===== src/rtl/alu_share_arbiter_if.sv =====
// Requester-side bundle for the shared ALU arbiter: per-requester request handshake
// plus the broadcast response.
interface alu_share_arbiter_if #(
   parameter int N_REQ = 2,
   parameter int WIDTH = 32
);
   logic [N_REQ-1:0]       req_valid;
   logic [5*N_REQ-1:0]     req_op;
   logic [WIDTH*N_REQ-1:0] req_a;
   logic [WIDTH*N_REQ-1:0] req_b;
   logic [N_REQ-1:0]       req_ready;
   logic [N_REQ-1:0]       rsp_valid;
   logic [WIDTH-1:0]       rsp_data;
   logic                   rsp_err;

   modport master (
      output req_valid, req_op, req_a, req_b,
      input  req_ready, rsp_valid, rsp_data, rsp_err
   );

   modport slave (
      input  req_valid, req_op, req_a, req_b,
      output req_ready, rsp_valid, rsp_data, rsp_err
   );
endinterface


===== src/rtl/alu_share_arbiter.sv =====
// Round-robin arbiter sharing one ALU between N_REQ requesters; one transaction
// takes IDLE -> EXEC -> RESP, one cycle each.
//
// state  | meaning
// IDLE   | waiting for a request; grants and latches operands combinationally
// EXEC   | latched operands driven to the ALU, result captured at the edge
// RESP   | one-cycle rsp_valid pulse to the granted requester
module alu_share_arbiter #(
   parameter int N_REQ = 2,
   parameter int WIDTH = 32
) (
   input  logic                clk,
   input  logic                rst,
   alu_share_arbiter_if.slave  bus,
   output logic [4:0]          alu_op,
   output logic [WIDTH-1:0]    alu_a,
   output logic [WIDTH-1:0]    alu_b,
   input  logic [WIDTH-1:0]    alu_out,
   output logic                busy
);
   localparam int GW = (N_REQ > 1) ? $clog2(N_REQ) : 1;

   localparam logic [4:0] OP_ADD = 5'b00001;
   localparam logic [4:0] OP_SUB = 5'b00010;
   localparam logic [4:0] OP_AND = 5'b00100;
   localparam logic [4:0] OP_SLT = 5'b01000;
   localparam logic [4:0] OP_OR  = 5'b10000;

   typedef enum logic [1:0] {
      S_IDLE = 2'd0,
      S_EXEC = 2'd1,
      S_RESP = 2'd2
   } state_t;

   state_t            state_q, state_d;
   logic [GW-1:0]     last_q, last_d;
   logic [GW-1:0]     grant_q, grant_d;
   logic [4:0]        op_q, op_d;
   logic [WIDTH-1:0]  a_q, a_d;
   logic [WIDTH-1:0]  b_q, b_d;
   logic [WIDTH-1:0]  result_q, result_d;
   logic              err_q, err_d;
   logic [GW-1:0]     pick;
   logic              found;
   logic              op_legal;

   // Search starts one past the last grant so every requester gets a turn.
   always_comb begin
      pick  = '0;
      found = 1'b0;
      for (int k = 1; k <= N_REQ; k++) begin
         if (!found && bus.req_valid[(int'(last_q) + k) % N_REQ]) begin
            found = 1'b1;
            pick  = GW'((int'(last_q) + k) % N_REQ);
         end
      end
   end

   always_comb begin
      case (op_q)
         OP_ADD, OP_SUB, OP_AND, OP_SLT, OP_OR: op_legal = 1'b1;
         default:                               op_legal = 1'b0;
      endcase
   end

   always_comb begin
      state_d       = state_q;
      last_d        = last_q;
      grant_d       = grant_q;
      op_d          = op_q;
      a_d           = a_q;
      b_d           = b_q;
      result_d      = result_q;
      err_d         = err_q;
      bus.req_ready = '0;
      bus.rsp_valid = '0;
      alu_op        = '0;
      alu_a         = '0;
      alu_b         = '0;
      case (state_q)
         S_IDLE: begin
            if (found && !rst) begin
               bus.req_ready[pick] = 1'b1;
               grant_d = pick;
               last_d  = pick;
               op_d    = bus.req_op[5*int'(pick) +: 5];
               a_d     = bus.req_a[WIDTH*int'(pick) +: WIDTH];
               b_d     = bus.req_b[WIDTH*int'(pick) +: WIDTH];
               state_d = S_EXEC;
            end
         end
         S_EXEC: begin
            alu_a = a_q;
            alu_b = b_q;
            if (op_legal) begin
               alu_op   = op_q;
               result_d = alu_out;
               err_d    = 1'b0;
            end else begin
               result_d = '0;
               err_d    = 1'b1;
            end
            state_d = S_RESP;
         end
         S_RESP: begin
            bus.rsp_valid[grant_q] = 1'b1;
            state_d = S_IDLE;
         end
         default: state_d = S_IDLE;
      endcase
   end

   always_ff @(posedge clk) begin
      if (rst) begin
         state_q  <= S_IDLE;
         last_q   <= GW'(N_REQ - 1);
         grant_q  <= '0;
         op_q     <= '0;
         a_q      <= '0;
         b_q      <= '0;
         result_q <= '0;
         err_q    <= 1'b0;
      end else begin
         state_q  <= state_d;
         last_q   <= last_d;
         grant_q  <= grant_d;
         op_q     <= op_d;
         a_q      <= a_d;
         b_q      <= b_d;
         result_q <= result_d;
         err_q    <= err_d;
      end
   end

   assign bus.rsp_data = result_q;
   assign bus.rsp_err  = (state_q == S_RESP) && err_q;
   assign busy         = (state_q != S_IDLE);
endmodule


===== src/flat_wrapper.sv =====
// flat-port wrapper written by rule: the top's interface ports become plain ports
module alu_share_arbiter_flat 
#(
   parameter int N_REQ = 2,
   parameter int WIDTH = 32
)
  (clk, rst, alu_op, alu_a, alu_b, alu_out, busy, bus_req_valid, bus_req_op, bus_req_a, bus_req_b, bus_req_ready, bus_rsp_valid, bus_rsp_data, bus_rsp_err);
  alu_share_arbiter_if #(.N_REQ(N_REQ), .WIDTH(WIDTH)) bus_i ();
  input  logic clk;
  input  logic rst;
  output logic [4:0] alu_op;
  output logic [WIDTH-1:0] alu_a;
  output logic [WIDTH-1:0] alu_b;
  input  logic [WIDTH-1:0] alu_out;
  output logic busy;
  input wire logic [$bits(bus_i.req_valid)-1:0] bus_req_valid;
  input wire logic [$bits(bus_i.req_op)-1:0] bus_req_op;
  input wire logic [$bits(bus_i.req_a)-1:0] bus_req_a;
  input wire logic [$bits(bus_i.req_b)-1:0] bus_req_b;
  output wire logic [$bits(bus_i.req_ready)-1:0] bus_req_ready;
  output wire logic [$bits(bus_i.rsp_valid)-1:0] bus_rsp_valid;
  output wire logic [$bits(bus_i.rsp_data)-1:0] bus_rsp_data;
  output wire logic [$bits(bus_i.rsp_err)-1:0] bus_rsp_err;
  assign bus_i.req_valid = bus_req_valid;
  assign bus_i.req_op = bus_req_op;
  assign bus_i.req_a = bus_req_a;
  assign bus_i.req_b = bus_req_b;
  assign bus_req_ready = bus_i.req_ready;
  assign bus_rsp_valid = bus_i.rsp_valid;
  assign bus_rsp_data = bus_i.rsp_data;
  assign bus_rsp_err = bus_i.rsp_err;
  alu_share_arbiter #(.N_REQ(N_REQ), .WIDTH(WIDTH)) u_core (.clk(clk), .rst(rst), .bus(bus_i), .alu_op(alu_op), .alu_a(alu_a), .alu_b(alu_b), .alu_out(alu_out), .busy(busy));
endmodule

===== config.mk =====
export PLATFORM = sky130hd
export DESIGN_NAME = alu_share_arbiter_flat
export DESIGN_NICKNAME = d
export VERILOG_FILES = /design/src/rtl/alu_share_arbiter_if.sv /design/src/rtl/alu_share_arbiter.sv /design/src/flat_wrapper.sv
export SDC_FILE = /design/constraint.sdc
export NUM_CORES = 1
export LEC_CHECK = 0
export CAP_MARGIN = 20
export CORE_UTILIZATION = 37
export CTS_CLUSTER_SIZE = 10
export DETAILED_ROUTE_END_ITERATION = 16
export PLACE_DENSITY_LB_ADDON = 0.05
export SKIP_LAST_GASP = 1
export SLEW_MARGIN = 20
export SYNTH_ARGS = -nofsm -noshare
export SYNTH_HDL_FRONTEND = slang
export SYNTH_SLANG_ARGS = --single-unit

===== constraint.sdc =====
create_clock -name clk -period 2.4 [get_ports clk]
set_input_delay 0.6 -clock clk [delete_from_list [all_inputs] [get_ports clk]]
set_output_delay 0.6 -clock clk [all_outputs]
set_load 0.005 [all_outputs]

# Word-level counts from Yosys, hierarchy flattened

Index checks and enable logic that the tools add are counted.

Bitwise gates (word level): 2
Reduce and logical (&&, ||, !) cells: 11
$add $sub $neg: 2
Multiply operators: 1
Shift operators: 3
Div/mod/pow operators: 0
Eq/ne operators: 8
Magnitude comparators: 6
Multiplexer cells: 26

Operator list:

| cell                                                | number |
|---|---|
| variable part select 64 x 7 -> 32 bit               | 2 |
| 2-to-1 mux 32 bit                                   | 3 |
| variable part select 10 x 32 -> 5 bit               | 1 |
| 2-to-1 mux 1 bit                                    | 14 |
| 2-to-1 mux 5 bit                                    | 2 |
| 2-to-1 mux 2 bit                                    | 4 |
| < comparator 2 x 3 -> 1 bit (second input constant) | 2 |
| == test 5 x 1 -> 1 bit (second input constant)      | 1 |
| == test 5 x 2 -> 1 bit (second input constant)      | 1 |
| == test 5 x 3 -> 1 bit (second input constant)      | 1 |
| == test 5 x 4 -> 1 bit (second input constant)      | 1 |
| == test 5 bit (second input constant)               | 1 |
| logical AND 1 bit                                   | 5 |
| OR reduction 5 bit                                  | 1 |
| < comparator 1 x 2 -> 1 bit (second input constant) | 2 |
| multiplier 3 x 1 -> 4 bit (first input constant)    | 1 |
| case mux 2 bit (2 select lines)                     | 1 |
| adder 1 bit (second input constant)                 | 2 |
| AND 1 bit (first input constant)                    | 2 |
| demux 1 bit (select 1 bit)                          | 2 |
| == test 2 x 1 -> 1 bit (second input constant)      | 1 |
| == test 2 bit (second input constant)               | 1 |
| >= comparator 1 bit (second input constant)         | 2 |
| zero test 1 bit                                     | 2 |
| 4 further kinds                                     | 4 |

Memory bits (writable): 0
Memories kept: 0
Register bits after elaboration: 106
Latch bits: 0
ROM bits: 0

# Depth between registers and ports, before layout

Word-level depth: 15
Mapped depth: 7

# Worst setup path before layout

No wires, ideal clock.

Kind: in2out
Start: input rst
End: output bus_req_ready[1]
Path slack: 0.441 ns
Stages on the path: 5
Path buffers: 3
Data arrival time: 1.359 ns
Cell sequence: buf_2 nor3_2 and3_1 buf_2 buf_2

Cells in the longest elaborated chain, start to end: 4

Ends and longest elaborated chain:

| element            | RTL line                | RTL |
|---|---|---|
| start: declaration | flat_wrapper.sv:10      | `input logic rst;` |
| zero test 1 bit    | alu_share_arbiter.sv:82 | `if (found && !rst) begin` |
| logical AND 1 bit  | alu_share_arbiter.sv:82 |  |
| 2-to-1 mux 2 bit   | alu_share_arbiter.sv:82 |  |
| 2-to-1 mux 2 bit   | alu_share_arbiter.sv:80 | `case (state_q)` |
| end: declaration   | flat_wrapper.sv:20      | `output wire logic [$bits(bus_i.req_ready)-1:0] bus_req_ready;` |

Every way passes these cells.

# Final worst setup path

Start: register u_core.state_q[1]
End: output alu_b[7]

Cells in the longest elaborated chain, start to end: 2

Ends and longest elaborated chain:

| element                  | RTL line                 | RTL |
|---|---|---|
| start: declaration       | alu_share_arbiter.sv:35  | `state_t state_q, state_d;` |
| start signal: assignment | alu_share_arbiter.sv:124 | `state_q <= state_d;` |
| == test 2 x 1 -> 1 bit   | alu_share_arbiter.sv:80  |  |
| 2-to-1 mux 32 bit        | alu_share_arbiter.sv:80  |  |
| end: declaration         | flat_wrapper.sv:13       | `output logic [WIDTH-1:0] alu_b;` |

Every way passes these cells.

==> flow_summary.ini <==
[placement]
place.port_buffers = 280
dp_hpwl_um = 10800
placed_area_um2 = 7380
dp_cells = 877
place.gp.congestion = 0.775

[timing]
fin_setup_tns_ps = 0
fin_crit_ps = 2390
setup_viol = 0
worst_pin_slew_ps = 808
rsz0062_at_grt = true
fin_worst_skew_ps = 6.44
max_freq_mhz = 419
slew_viol_final = 0
period_share_pct = 99.4
maxSlewHeadroom_pct = 46.1
hold_viol = 0

[power]
vdd.ir_drop.worst_mv = 0.410
p_per_area_nw_per_um2 = 561
p_leak_nw = 3.74
fin_total_pwr_w = 0.00447

[yosys]
async_reset_ff_share_pct = 0
muxShareOfSynthArea_pct = 0
synth_common_cells = 106 x dfxtp_1, 71 x nor2_1, 69 x a222oi_1, 64 x and2_1, 64 x nand3_1
synth_edf_count = 0
yosys.area.top_type = dfxtp_1
syn_area_um2 = 4510
yosys_warnings = 0
yosysMostFrequentCell = dfxtp_1
syn_inst = 492
synth.net_count = 666
synthTopCellsByArea = dfxtp_1 47%, a222oi_1 15%, and2_1 8.9%
ys_types = 29
synth_xor_xnor_area_share_pct = 0.194
ys.flop_type = dfxtp_1
synth.avg_cell_area_um2 = 9.17
synth_top_family_by_area = simple AND/OR/NAND/NOR gates
synthAdderAreaFrac_pct = 0
synth_compound_area_share_pct = 20.2
seq_area_frac_synth_pct = 47.0
synth-seq-cells = 106
synth_top_area_share_pct = 47.0
yosys.area_share.simple_pct = 25.6

[detailed_routing]
met2_length_um = 8380
wl_per_cell_um = 18.4
dr.pass1.iters = 9
highest_layer = met4
drtAntennaViolNets = 0
drt_iter0_markers = 647
drt-met1-wl_um = 6400
vias = 4972
vias_per_cell = 5.51
remaining_drc_errors = 0
wl_met3_um = 1440
drt_wl_total_um = 16600

[clock_tree]
cts_made_buffers = 9
tritoncts = built
root_buffer = clkbuf_16
cts.sinks = 106
clockBufferDepth = 2
clk_latency_ps = 350
cts_htree_levels = 3
cts.clk_slew.worst_paths_ps = 70

[critical_path]
critPathArrivalTime_ps = 1790
cp_cell_sequence = nor2b_4 -> buf_4 -> buf_16 -> and2_1 -> clkdlybuf4s50_1
ff2ff_path_depth = 6
critPathBufInv = 3
path_class = reg2out
cp_top_family = buffers and inverters
cp.depth = 5
cpPeakStageDelay_ps = 490
crit_path_end_kind = primary output
critPathLaunchType = flop
slowest_stage = clkdlybuf4s50_1
cp_data_required_time_ps = 1800
worstPathMaxFanout = 12

[final_layout]
drive_gt1_share_pct = 9.34
antenna_cells = 0
final_area_um2 = 7970
area.growth.synth_to_final_pct = 76.7
num-nets-final = 929
stdcell_count = 903
final_core_util_pct = 68.4

[run]
cap_violations = 0

[die]
initial_core_util_pct = 38.7
die-area_um2 = 12600
die_h_um = 112
rows = 39
core_area_um2 = 11700
ios = 281
dieWidth_um = 112

[grt]
grt_pass1_wl_um = 24700
grt_max_degree = 73
grt_antenna_before_repair = 0
grt_overflow = 0
grt_usage_pct = 25.0
grt_pass1_vias = 4853

[worst_hold_path]
min_path_cells = 2
hold_path_class = reg2reg

[status]
status = finished clean
## power breakdown
group / internal (W) / switching, W / leakage, nW
combinational: 0.000575 / 0.000408 / 2.72
clock: 0.000852 / 0.000705 / 0.151
sequential: 0.00187 / 0.0000604 / 0.867
total: 0.00330 / 0.00117 / 3.74
## worst reg2reg max path, stage by stage (launching register included)
cell and delay (ps):
dfxtp_4 360, buf_4 150, nor3_2 260, and3_2 250, buf_4 610, a222oi_1 280
nor2_1 160
## layout make-up
| type | instances | area [µm²] |
|---|---|---|
| clock buffers | 10 | 239 |
| well taps | 143 | 179 |
| repair buffers | 308 | 3230 |
| flip-flops and latches | 106 | 2130 |
| fillers | 948 | 3690 |
| clock inverters | 6 | 71.3 |
| inverters | 2 | 7.51 |
| multi-input cells | 328 | 2120 |
## through the flow
stage	worst slack (ps)	hold slack, ps
final	13.7	455
after global routing	-68.2	482
after CTS	-64.3	459
after detailed placement	-72.4	448
after global placement	-53.2	444
after floorplan	441	449
## cells by family (layout without fill, tap and decap cells)
family	Yosys count	after routing
buffers and inverters	58	326
AND/OR/NAND/NOR	220	220
AO/OA/AOI/OAI	107	107
flip-flops	106	106
XOR/XNOR	1	1
## per-layer routing
layer,vias to the layer above,track usage (%)
met5,-,0
met4,0,10.6
met3,26,7.78
met2,243,44.1
met1,2346,27.8
li1,2357,-
## cell usage in the layout, fill, tap and decap left out, types with 2 or more instances in the layout
master | synthesis | routed
inv_6 | 0 | 2
and3_1 | 4 | 2
dlymetal6s2s_1 | 0 | 42
dfxtp_2 | 0 | 3
clkbuf_16 | 0 | 12
and3b_1 | 3 | 2
and3_2 | 0 | 2
o21ai_1 | 16 | 15
nor2_1 | 71 | 71
and2_1 | 64 | 63
a222oi_1 | 69 | 69
dlygate4sd2_1 | 0 | 11
buf_16 | 0 | 2
dfxtp_1 | 106 | 101
nand3_1 | 64 | 64
buf_4 | 1 | 18
nand2b_1 | 2 | 2
buf_2 | 13 | 4
nor3b_2 | 4 | 4
dfxtp_4 | 0 | 2
buf_12 | 0 | 4
clkdlybuf4s50_1 | 0 | 222
o21ai_0 | 18 | 17
## sequential cells by signal, summed over array words and instances, names as in the netlist
register             flops
u_core.state_q           2
u_core.b_q              32
u_core.grant_q           1
u_core.op_q              5
u_core.bus.rsp_data     32
u_core.last_q            1
u_core.err_q             1
u_core.a_q              32
## worst paths after layout
check                          start  slack (ps)                       to
max reg2reg        u_core.state_q[1]         270           u_core.a_q[20]
min          u_core.bus.rsp_data[11]         450  u_core.bus.rsp_data[11]
min reg2reg  u_core.bus.rsp_data[11]         450  u_core.bus.rsp_data[11]
max                u_core.state_q[1]          10                 alu_b[7]
## timing repair
item / in CTS / in global routing
pin swaps: 2 / 4
hold buffers: 0 / 0
cloned: 1 / 3
setup buffers: 1 / 5
endpoints found under the setup margin: 71 / 60
resized for setup: 24 / 63
Note: power is estimated with default switching activity, not from simulation.
